==> src/rtl/gameplay_pkg.sv <==
// Shared state encoding, status codes, default sizes and the level helper
// for gameplay_control_param and its counter block.
package gameplay_pkg;

  typedef enum logic [3:0] {
    S_INIT, S_PREP, S_MOVE, S_HOLD, S_JUDGE, S_SUCCESS, S_FAIL,
    S_PAUSED, S_LOST, S_LOST_KEY, S_WON, S_WON_KEY
  } state_t;

  localparam logic [1:0] ST_PAUSED = 2'b00;
  localparam logic [1:0] ST_PLAY   = 2'b01;
  localparam logic [1:0] ST_LOST   = 2'b10;
  localparam logic [1:0] ST_WON    = 2'b11;

  localparam int DEF_NUM_ROWS = 16;
  localparam int DEF_CHANCES  = 3;
  localparam int DEF_SCORE_W  = 8;

  function automatic logic [1:0] level_for(int successes, int per_level, int max_level);
    int l;
    l = successes / per_level;
    if (l > max_level) l = max_level;
    return l[1:0];
  endfunction

endpackage

==> src/rtl/gameplay_counters.sv <==
// Row/score/chance/level counters driven by one-cycle FSM strobes.
// Optional GAMEPLAY_DROP_TIMEOUT_EN adds the MOVE-state drop timer.
module gameplay_counters import gameplay_pkg::*; #(
  parameter int NUM_ROWS       = DEF_NUM_ROWS,
  parameter int CHANCES        = DEF_CHANCES,
  parameter int SCORE_W        = DEF_SCORE_W,
  parameter int ROWS_PER_LEVEL = 4,
  parameter int MAX_LEVEL      = 3,
  parameter int DROP_TIMEOUT   = 500
) (
  input  logic                         clk,
  input  logic                         reset,
  input  logic                         clr,
  input  logic                         inc,
  input  logic                         dec,
  input  logic                         tmr_clr,
  input  logic                         tmr_run,
  output logic [$clog2(NUM_ROWS)-1:0]  row,
  output logic [SCORE_W-1:0]           score,
  output logic [$clog2(CHANCES+1)-1:0] chances_left,
  output logic [1:0]                   level,
  output logic                         at_top,
  output logic                         last_chance,
  output logic                         drop
);
  localparam int ROW_W = $clog2(NUM_ROWS);
  localparam int CH_W  = $clog2(CHANCES+1);

  assign at_top      = (row == ROW_W'(NUM_ROWS-1));
  assign last_chance = (chances_left == CH_W'(1));

  always_ff @(posedge clk or posedge reset) begin
    if (reset) begin
      row          <= '0;
      score        <= '0;
      chances_left <= CH_W'(CHANCES);
      level        <= '0;
    end else if (clr) begin
      row          <= '0;
      score        <= '0;
      chances_left <= CH_W'(CHANCES);
      level        <= '0;
    end else begin
      if (inc) begin
        if (score != '1) score <= score + SCORE_W'(1);
        if (!at_top)     row   <= row + ROW_W'(1);
        // successes so far equal row+1; the top row is held on a win
        level <= level_for(int'(row) + 1, ROWS_PER_LEVEL, MAX_LEVEL);
      end
      if (dec && chances_left != '0) chances_left <= chances_left - CH_W'(1);
    end
  end

`ifdef GAMEPLAY_DROP_TIMEOUT_EN
  localparam int TW = $clog2(DROP_TIMEOUT+1);
  logic [TW-1:0] tmr;

  always_ff @(posedge clk or posedge reset) begin
    if (reset)                                         tmr <= '0;
    else if (tmr_clr)                                  tmr <= '0;
    else if (tmr_run && tmr != TW'(DROP_TIMEOUT-1))    tmr <= tmr + TW'(1);
  end

  assign drop = tmr_run && (tmr == TW'(DROP_TIMEOUT-1));
`else
  localparam int unused_drop_timeout = DROP_TIMEOUT;
  logic unused_tmr;
  assign unused_tmr = tmr_clr | tmr_run;
  assign drop       = 1'b0;
`endif

endmodule

==> src/rtl/gameplay_control_param.sv <==
// Block-stacking game FSM: Moore strobes to the datapath, pause/resume, win/loss.
// Optional GAMEPLAY_DROP_TIMEOUT_EN forces a placement after DROP_TIMEOUT MOVE cycles.
module gameplay_control_param import gameplay_pkg::*; #(
  parameter int NUM_ROWS       = DEF_NUM_ROWS,
  parameter int CHANCES        = DEF_CHANCES,
  parameter int SCORE_W        = DEF_SCORE_W,
  parameter int ROWS_PER_LEVEL = 4,
  parameter int MAX_LEVEL      = 3,
  parameter int KEY_ACTIVE_LOW = 1,
  parameter int DROP_TIMEOUT   = 500
) (
  input  logic                         clk,
  input  logic                         reset,
  input  logic                         key_place,
  input  logic                         pause,
  input  logic                         overlap,
  output logic                         ld_x,
  output logic                         ld_y,
  output logic                         ld_d,
  output logic                         enable,
  output logic                         save_x,
  output logic                         inc_row,
  output logic [$clog2(NUM_ROWS)-1:0]  row,
  output logic [SCORE_W-1:0]           score,
  output logic [$clog2(CHANCES+1)-1:0] chances_left,
  output logic [1:0]                   level,
  output logic [1:0]                   game_status
);
  state_t state, nxt, resume, place_nxt;
  logic   pressed, clr, inc, dec, tmr_clr, tmr_run, at_top, last_chance, drop;

  assign pressed   = (KEY_ACTIVE_LOW != 0) ? ~key_place : key_place;
  assign place_nxt = (row == '0) ? S_SUCCESS : S_JUDGE;

  gameplay_counters #(
    .NUM_ROWS(NUM_ROWS), .CHANCES(CHANCES), .SCORE_W(SCORE_W),
    .ROWS_PER_LEVEL(ROWS_PER_LEVEL), .MAX_LEVEL(MAX_LEVEL), .DROP_TIMEOUT(DROP_TIMEOUT)
  ) u_cnt (
    .clk(clk), .reset(reset), .clr(clr), .inc(inc), .dec(dec),
    .tmr_clr(tmr_clr), .tmr_run(tmr_run),
    .row(row), .score(score), .chances_left(chances_left), .level(level),
    .at_top(at_top), .last_chance(last_chance), .drop(drop)
  );

  always_ff @(posedge clk or posedge reset) begin
    if (reset) begin
      state  <= S_INIT;
      resume <= S_MOVE;
    end else begin
      state <= nxt;
      if ((state == S_MOVE || state == S_HOLD) && pause) resume <= state;
    end
  end

  always_comb begin
    nxt         = state;
    ld_x        = 1'b0;
    ld_y        = 1'b0;
    ld_d        = 1'b0;
    enable      = 1'b0;
    save_x      = 1'b0;
    inc_row     = 1'b0;
    clr         = 1'b0;
    inc         = 1'b0;
    dec         = 1'b0;
    tmr_clr     = 1'b0;
    tmr_run     = 1'b0;
    game_status = ST_PLAY;
    case (state)
      S_INIT: begin clr = 1'b1; nxt = S_PREP; end
      S_PREP: begin
        {ld_x, ld_y, ld_d} = 3'b111;
        tmr_clr = 1'b1;
        nxt = S_MOVE;
      end
      // pause takes priority over both the key and a timeout drop
      S_MOVE: begin
        enable  = 1'b1;
        tmr_run = 1'b1;
        if (pause)        nxt = S_PAUSED;
        else if (drop)    nxt = place_nxt;
        else if (pressed) nxt = S_HOLD;
      end
      S_HOLD: begin
        enable = 1'b1;
        if (pause)         nxt = S_PAUSED;
        else if (!pressed) nxt = place_nxt;
      end
      S_JUDGE: nxt = overlap ? S_SUCCESS : S_FAIL;
      S_SUCCESS: begin
        save_x  = 1'b1;
        inc_row = 1'b1;
        inc     = 1'b1;
        nxt     = at_top ? S_WON : S_PREP;
      end
      S_FAIL: begin
        dec = 1'b1;
        if (last_chance) nxt = S_LOST;
        else begin
          {ld_x, ld_y, ld_d} = 3'b111;
          tmr_clr = 1'b1;
          nxt = S_MOVE;
        end
      end
      S_PAUSED: begin
        game_status = ST_PAUSED;
        if (!pause) nxt = resume;
      end
      S_LOST:     begin game_status = ST_LOST; if (pressed)  nxt = S_LOST_KEY; end
      S_LOST_KEY: begin game_status = ST_LOST; if (!pressed) nxt = S_INIT;     end
      S_WON:      begin game_status = ST_WON;  if (pressed)  nxt = S_WON_KEY;  end
      S_WON_KEY:  begin game_status = ST_WON;  if (!pressed) nxt = S_INIT;     end
      default:    nxt = S_INIT;
    endcase
  end

endmodule

==> config.mk <==
export PLATFORM = sky130hd
export DESIGN_NAME = gameplay_control_param
export DESIGN_NICKNAME = d
export VERILOG_FILES = /design/src/rtl/gameplay_pkg.sv /design/src/rtl/gameplay_counters.sv /design/src/rtl/gameplay_control_param.sv
export SDC_FILE = /design/constraint.sdc
export NUM_CORES = 1
export LEC_CHECK = 0
export ABC_AREA = 0
export CAP_MARGIN = 20
export CORE_ASPECT_RATIO = 0.6
export CORE_MARGIN = 8
export CORE_UTILIZATION = 28
export DETAILED_ROUTE_END_ITERATION = 12
export GPL_ROUTABILITY_DRIVEN = 0
export PLACE_DENSITY = 0.56
export SKIP_LAST_GASP = 1
export SYNTH_ARGS = -nofsm -noshare
export SYNTH_HDL_FRONTEND = slang
export SYNTH_SLANG_ARGS = --single-unit
==> constraint.sdc <==
create_clock -name clk -period 1.45 [get_ports clk]
set_input_delay 0.29 -clock clk [delete_from_list [all_inputs] [get_ports clk]]
set_output_delay 0.29 -clock clk [all_outputs]
set_load 0.1 [all_outputs]
==> impl_results.md, run 1 <==
- Final net count: around 250
- Via density: ~5
- Status: finished with violations
- Crit start category: flip-flop
- Synth cell types: 54
- Yosys reg bits: 24
- Max Cap Viol: 0
- Drt wl/cell: ~16 µm
- Fin. max-slew vios: 0
- Critical path class: reg -> out
- Dpl hpwl: approximately 3400 µm
- Fmax: around 500 MHz
- Max Fanout on Critical Path: 3
- Initial antenna violation count: 0
- Via count: ~1,500
- Layout area overhead: 96.8%
- Syn_nets: 164
- Pwr Total: approximately 7400 µW
- CP startpoint: u_cnt.chances_left[1]
- DRC: 0
- Top FF cell, synth: dfrtp_1
- Clk slew on worst S/H paths: 0.10 ns
- Synth top area cells: dfrtp_1 35%, dfstp_2 5.2%, ha_1 4.2%
- CTS root buf: clkbuf_8
- Sequential fraction of the synthesis area: about two fifths
- WL final: ~4900 µm
- Die area: a little over 8000 µm²
- Sinks on Clock Net: 24
- Post-synth EDFFs: 0
- Commonest cells in the synthesized netlist: 21 x dfrtp_1, 13 x nor2_1, 10 x inv_1, 10 x nand2_1, 10 x nand3_1
- Unrepaired setup endpoints after global routing: yes
- Final worst path period share: 140%
- Final setup vio count: 24
- Ys async rst share: 100%
- Final Critical Period: between 2 and 2.5 ns
- CTS Buf Count: 3
- Clock tree buffer depth: 2
- CP Data Arrival Time: ~1.7 ns
- Tightest Pin Transition: between 0.4 and 0.5 ns
- CTS tree: yes
- IO Pins: 29
- Global Route Usage Sum: 11.8%
- PD cells: around 2500 nW/µm²
- Drt initial violations: 98
- Final worst slack: -0.580 ns
- Cts hold-fix bufs: 0
- Hold WC Path Type: in -> async
- Final Hold Fails: 0
- Vias in the first global route: 1,536
- Mapped Area: about 1500 µm²
- Final ANT Viol Nets: 0
- Die extent in y: 72.8 µm
- Violated checks: negative setup slack
- CP required: around 1.2 ns
- Initial Util: slightly below 30%
- Syn Inst Count: approximately 150
- Layout Skew: about 0.010 ns
- Largest net degree at the start of global routing: 25
- Slew headroom: 71.6%
- CP Capture Type: output pin
- Die width: ~110 µm
- # diodes: 0
- Layout cells sized above 1: around two thirds
- 1st-pass router iterations: 4
- Rows: 20
- Top-count cell post-synth: dfrtp_1
- Clk Latency, worst-skew pair: ~0.28 ns
- Lkg Pwr: between 0.001 and 0.0015 µW
- RR Startpoint: state[3]
- First-pass GRT wire length: about 7900 µm
- Yosys top cell by area: dfrtp_1
- Port buffer count: 28
- Mean Syn Cell Area: 9.77 µm²
- Yosys top cell area share: a little over a third
- Setup TNS: -4.33 ns
- Grt ovf: 0
- H-tree levels: 1
- Core area: just over 5000 µm²
- Peak supply drop: 1.79 mV
- Yosys warnings: 0
==> flip-flops by register name (all words and copies together) (netlist names) <==
name,flops
u_cnt.row,4
u_cnt.chances_left,2
state,4
u_cnt.score,8
u_cnt.level,2
resume,4
==> kinds of logic after synthesis <==
kind of cell             share of synthesized area (%)
AO/OA/AOI/OAI                                     17.1
flip-flops                                        40.1
XOR/XNOR                                          1.75
buffers and inverters                             6.73
multiplexers                                      5.07
adder cells (fa/ha/maj)                           4.16
AND/OR/NAND/NOR                                   25.0
==> power breakdown <==
part	internal, µW	total [µW]	switching [µW]	leakage (µW)
registers	905	1160	256	0.000288
clock network	370	612	242	0.0000357
logic	2460	5580	3120	0.000901
total	3740	7360	3620	0.00122
==> placed cells by master (no fill, tap or decap), types with 4 or more instances in the layout <==
cell type / instances
dfrtp_2: 5
mux2i_1: 5
buf_12: 26
nor2_2: 4
nor2_1: 6
nand2_1: 7
o211ai_1: 6
nor2_4: 4
ha_4: 4
nand3_1: 6
buf_6: 15
buf_4: 38
dfrtp_1: 7
dfrtp_4: 9
inv_1: 5
clkdlybuf4s50_1: 4
==> per-stage QoR <==
step	utilization (%)	hold slack [ns]	instances	area, µm²	setup WS (ns)
after floorplan	-	0.302	154	1700	-0.954
after global placement	48.7	0.492	276	2500	-0.353
after detailed placement	48.7	0.508	276	2500	-0.416
after CTS	55.2	0.366	297	2830	-0.598
after global routing	57.8	0.394	302	2960	-0.675
final	57.8	0.351	302	2960	-0.580
==> layer usage <==
| metal | wire length, µm | global-route usage (%) | up-vias |
|---|---|---|---|
| met3 | 203 | 3.12 | 4 |
| met4 | 14 | 0.893 | 0 |
| met1 | 2380 | 15.2 | 742 |
| li1 | - | - | 720 |
| met5 | 0 | 0 | - |
| met2 | 2270 | 19.9 | 39 |
==> final timing paths <==
check	end	slack (ns)	cells past startpoint
max in group asynchronous	resume[1]	0.79	3
setup reg to reg	state[3]	-0.22	7
hold / removal	resume[2]	0.35	3
hold reg to reg	resume[3]	0.54	1
min in group clk	resume[3]	0.54	1
setup / recovery	ld_y	-0.58	6
==> worst max-delay path: stages, from the launching register on <==
cell and delay [ns]:
dfstp_4 0.64, inv_4 0.04, ha_4 0.15, nor4_4 0.15, a31oi_2 0.08, nor2_4 0.20, buf_12 0.21
==> final cells by class <==
type,instances,area [µm²]
Fill cell,407,2170
Timing Repair Buffer,86,1060
Multi-Input combinational cell,111,1030
Sequential cell,24,652
Tap cell,66,82.6
Inverter,11,62.6
Clock buffer,3,41.3
Clock inverter,1,30.0
==> timing repair <==
action | 4_1_cts | 5_1_grt
buffers inserted | 17 | 7
pin swaps | 20 | 16
cloned | 0 | 1
setup endpoints to repair | 19 | 30
gates resized for setup | 30 | 25
Power figures use the tool's default switching activity.
==> run 2: changes to the inputs <==
--- a/config.mk
+++ b/config.mk
@@ -6,14 +6,16 @@
 export NUM_CORES = 1
 export LEC_CHECK = 0
 export ABC_AREA = 0
-export CAP_MARGIN = 20
+export CAP_MARGIN = 10
 export CORE_ASPECT_RATIO = 0.6
 export CORE_MARGIN = 8
 export CORE_UTILIZATION = 28
+export CTS_CLUSTER_DIAMETER = 200
 export DETAILED_ROUTE_END_ITERATION = 12
 export GPL_ROUTABILITY_DRIVEN = 0
 export PLACE_DENSITY = 0.56
 export SKIP_LAST_GASP = 1
+export SLEW_MARGIN = 20
 export SYNTH_ARGS = -nofsm -noshare
 export SYNTH_HDL_FRONTEND = slang
 export SYNTH_SLANG_ARGS = --single-unit
==> results of run 2 <==
Same layout as run 1: the final DEF is identical, and so are final timing and power.
==> run 3: changes to the inputs <==
--- a/config.mk
+++ b/config.mk
@@ -6,7 +6,7 @@
 export NUM_CORES = 1
 export LEC_CHECK = 0
 export ABC_AREA = 0
-export CAP_MARGIN = 10
+export CAP_MARGIN = 0
 export CORE_ASPECT_RATIO = 0.6
 export CORE_MARGIN = 8
 export CORE_UTILIZATION = 28
@@ -14,8 +14,8 @@
 export DETAILED_ROUTE_END_ITERATION = 12
 export GPL_ROUTABILITY_DRIVEN = 0
 export PLACE_DENSITY = 0.56
+export SETUP_SLACK_MARGIN = 0.15
 export SKIP_LAST_GASP = 1
-export SLEW_MARGIN = 20
 export SYNTH_ARGS = -nofsm -noshare
 export SYNTH_HDL_FRONTEND = slang
 export SYNTH_SLANG_ARGS = --single-unit
==> run 3 against run 2 <==
Clock power fell by 25%. Core utilization rose by 0.20 points. Worst setup slack improved by 0.00080 ns. The run still ends with negative setup slack left. Non-clock buffer count rose by 4. Critical path type unchanged. Largest cell class unchanged.
==> impl_results.md, run 3 (synthesis results as in run 1) <==
- CP required: around 1.2 ns
- DRC: 0
- Fin util: 58.0%
- Die area: a little over 8000 µm²
- Final worst slack: -0.580 ns
- Port buffer count: 28
- 1st-pass router iterations: 4
- CP bufs+invs: 2
- Final setup vio count: 31
- Slowest stage cell, crit path: dfstp_4
- Critical path class: reg -> out
- Drt wl/cell: between 15 and 20 µm
- Cts hold-fix bufs: 0
- Max Fanout on Critical Path: 3
- Hold WC Path Type: in -> async
- Die width: about 110 µm
- Slew headroom: about 73%
- Global Route Usage Sum: 11.6%
- Commonest cells after routing, fill and taps aside: 35 x buf_4, 25 x buf_12, 23 x buf_6
- Largest net degree at the start of global routing: 25
- Final Critical Period: 2.03 ns
- Tightest Pin Transition: 0.399 ns
- CTS Buf Count: 3
- Final worst path period share: 140%
- Via count: 1,534
- Layout Skew: slightly below 0.006 ns
- First-pass GRT wire length: 7650 µm
- CP Data Arrival Time: roughly 1.7 ns
- CP Capture Type: output pin
- # diodes: 0
- Multi-input gate area: 1020 µm²
- Core area: a little over 5000 µm²
- H-tree levels: 1
- Clock tree buffer depth: 2
- Die extent in y: a little over 70 µm
- Initial Util: between 20 and 30%
- Pwr Total: between 7000 and 8000 µW
- FF/Latch Area: around 660 µm²
- CP peak stage delay: 0.63 ns
- Grt ovf: 0
- Layout area overhead: 97.5%
- IO Pins: 29
- WL final: 4870 µm
- CP Cell Sequence: inv_4 > ha_4 > nor4_2 > a31oi_1 > nor2_4 > buf_12
- Rows: 20
- Drt initial violations: between 100 and 150
- Via density: ~5.0
- Peak supply drop: ~1.5 mV
- Final net count: 251
- Max Cap Viol: 0
- Clk Latency, worst-skew pair: 0.27 ns
- CTS root buf: clkbuf_8
- Violated checks: negative setup slack
- Crit start category: flip-flop
- Vias in the first global route: about 1,500
- Reg with most FFs: u_cnt.score
- Placed insts: 272
- Sinks on Clock Net: 24
- CP top delay family: flip-flops
- CTS tree: yes
- Final std cells w/o fill: roughly 310
- PD cells: around 2400 nW/µm²
- Clk slew on worst S/H paths: about 0.09 ns
- Layout cells sized above 1: between 60% and 70%
- Fmax: between 400 and 500 MHz
- Fin. max-slew vios: 0
- Final Hold Fails: 0
- Initial antenna violation count: 0
- Setup TNS: -5.37 ns
- Status: finished with violations
- # fillers: roughly 400
- Final ANT Viol Nets: 0
- Lkg Pwr: around 0.0012 µW
- Unrepaired setup endpoints after global routing: yes
- Most common cell after layout, fill and taps aside: buf_4
- Dpl hpwl: between 3000 and 4000 µm
- Max FFs per register: 8
==> run 3: cell count changes in the layout (fill, tap and decap cells not counted), moves of 3 or more <==
cell | previous run | this run
buf_6 | 15 | 23
buf_4 | 38 | 35
dfrtp_2 | 5 | 2
nor3_2 | 3 | 0
==> run 3: worst paths after layout <==
kind | from | endpoint | slack [ns] | depth (start not counted)
worst min-delay path | reset | u_cnt.score[6] | 0.36 | 3
worst max-delay path | u_cnt.chances_left[1] | ld_d | -0.58 | 6
worst max register to register | state[1] | u_cnt.row[3] | -0.23 | 9
max in group asynchronous | reset | resume[1] | 0.80 | 3
worst min register to register | resume[0] | resume[0] | 0.51 | 1
min in group clk | resume[0] | resume[0] | 0.51 | 1
==> run 3: power by group <==
| part | leakage, µW | switching, µW | internal, µW |
|---|---|---|---|
| combinational | 0.000912 | 3130 | 2530 |
| sequential | 0.000288 | 253 | 905 |
| clock | 0.0000288 | 216 | 243 |
==> run 3: worst register-to-register path: stages, from the launching register on <==
cell and delay [ns]:
dfrtp_1 0.42, buf_6 0.13, buf_6 0.11, nor2_4 0.15, nand2_8 0.10, inv_16 0.07, buf_8 0.11, nand2_4 0.05
mux2_4 0.29, a21o_1 0.15
==> run 3: final cells by class <==
| type | count | share of cell area (%) |
|---|---|---|
| Timing Repair Buffer | 90 | 36.9 |
| Tap cell | 66 | 2.78 |
| Clock buffer | 4 | 1.85 |
| Sequential cell | 24 | 22.1 |
| Inverter | 11 | 2.02 |
| Multi-Input combinational cell | 111 | 34.4 |
==> run 3: what timing repair did <==
action	4_1_cts	5_1_grt
setup endpoints to repair	34	38
gates cloned	1	0
gates resized for setup	38	15
pin swaps	20	10
buffers inserted	14	15
==> run 3: metrics by stage <==
step / hold slack [ns] / area [µm²] / setup slack [ns]
detailed placement: 0.492 / 2490 / -0.363
global placement: 0.492 / 2490 / -0.356
global route: 0.382 / 2970 / -0.651
finish: 0.364 / 2970 / -0.580
CTS: 0.371 / 2800 / -0.607
floorplan: 0.303 / 1730 / -0.954
==> run 3: layer usage <==
metal	track usage, %	part of all wire, %	wire length [µm]	vias to the layer above
li1	-	-	-	730
met1	14.5	44	2160	757
met2	19.1	48	2360	45
met3	3.94	7.0	339	2
met4	2.08	0.25	12	0
met5	0	0	0	-
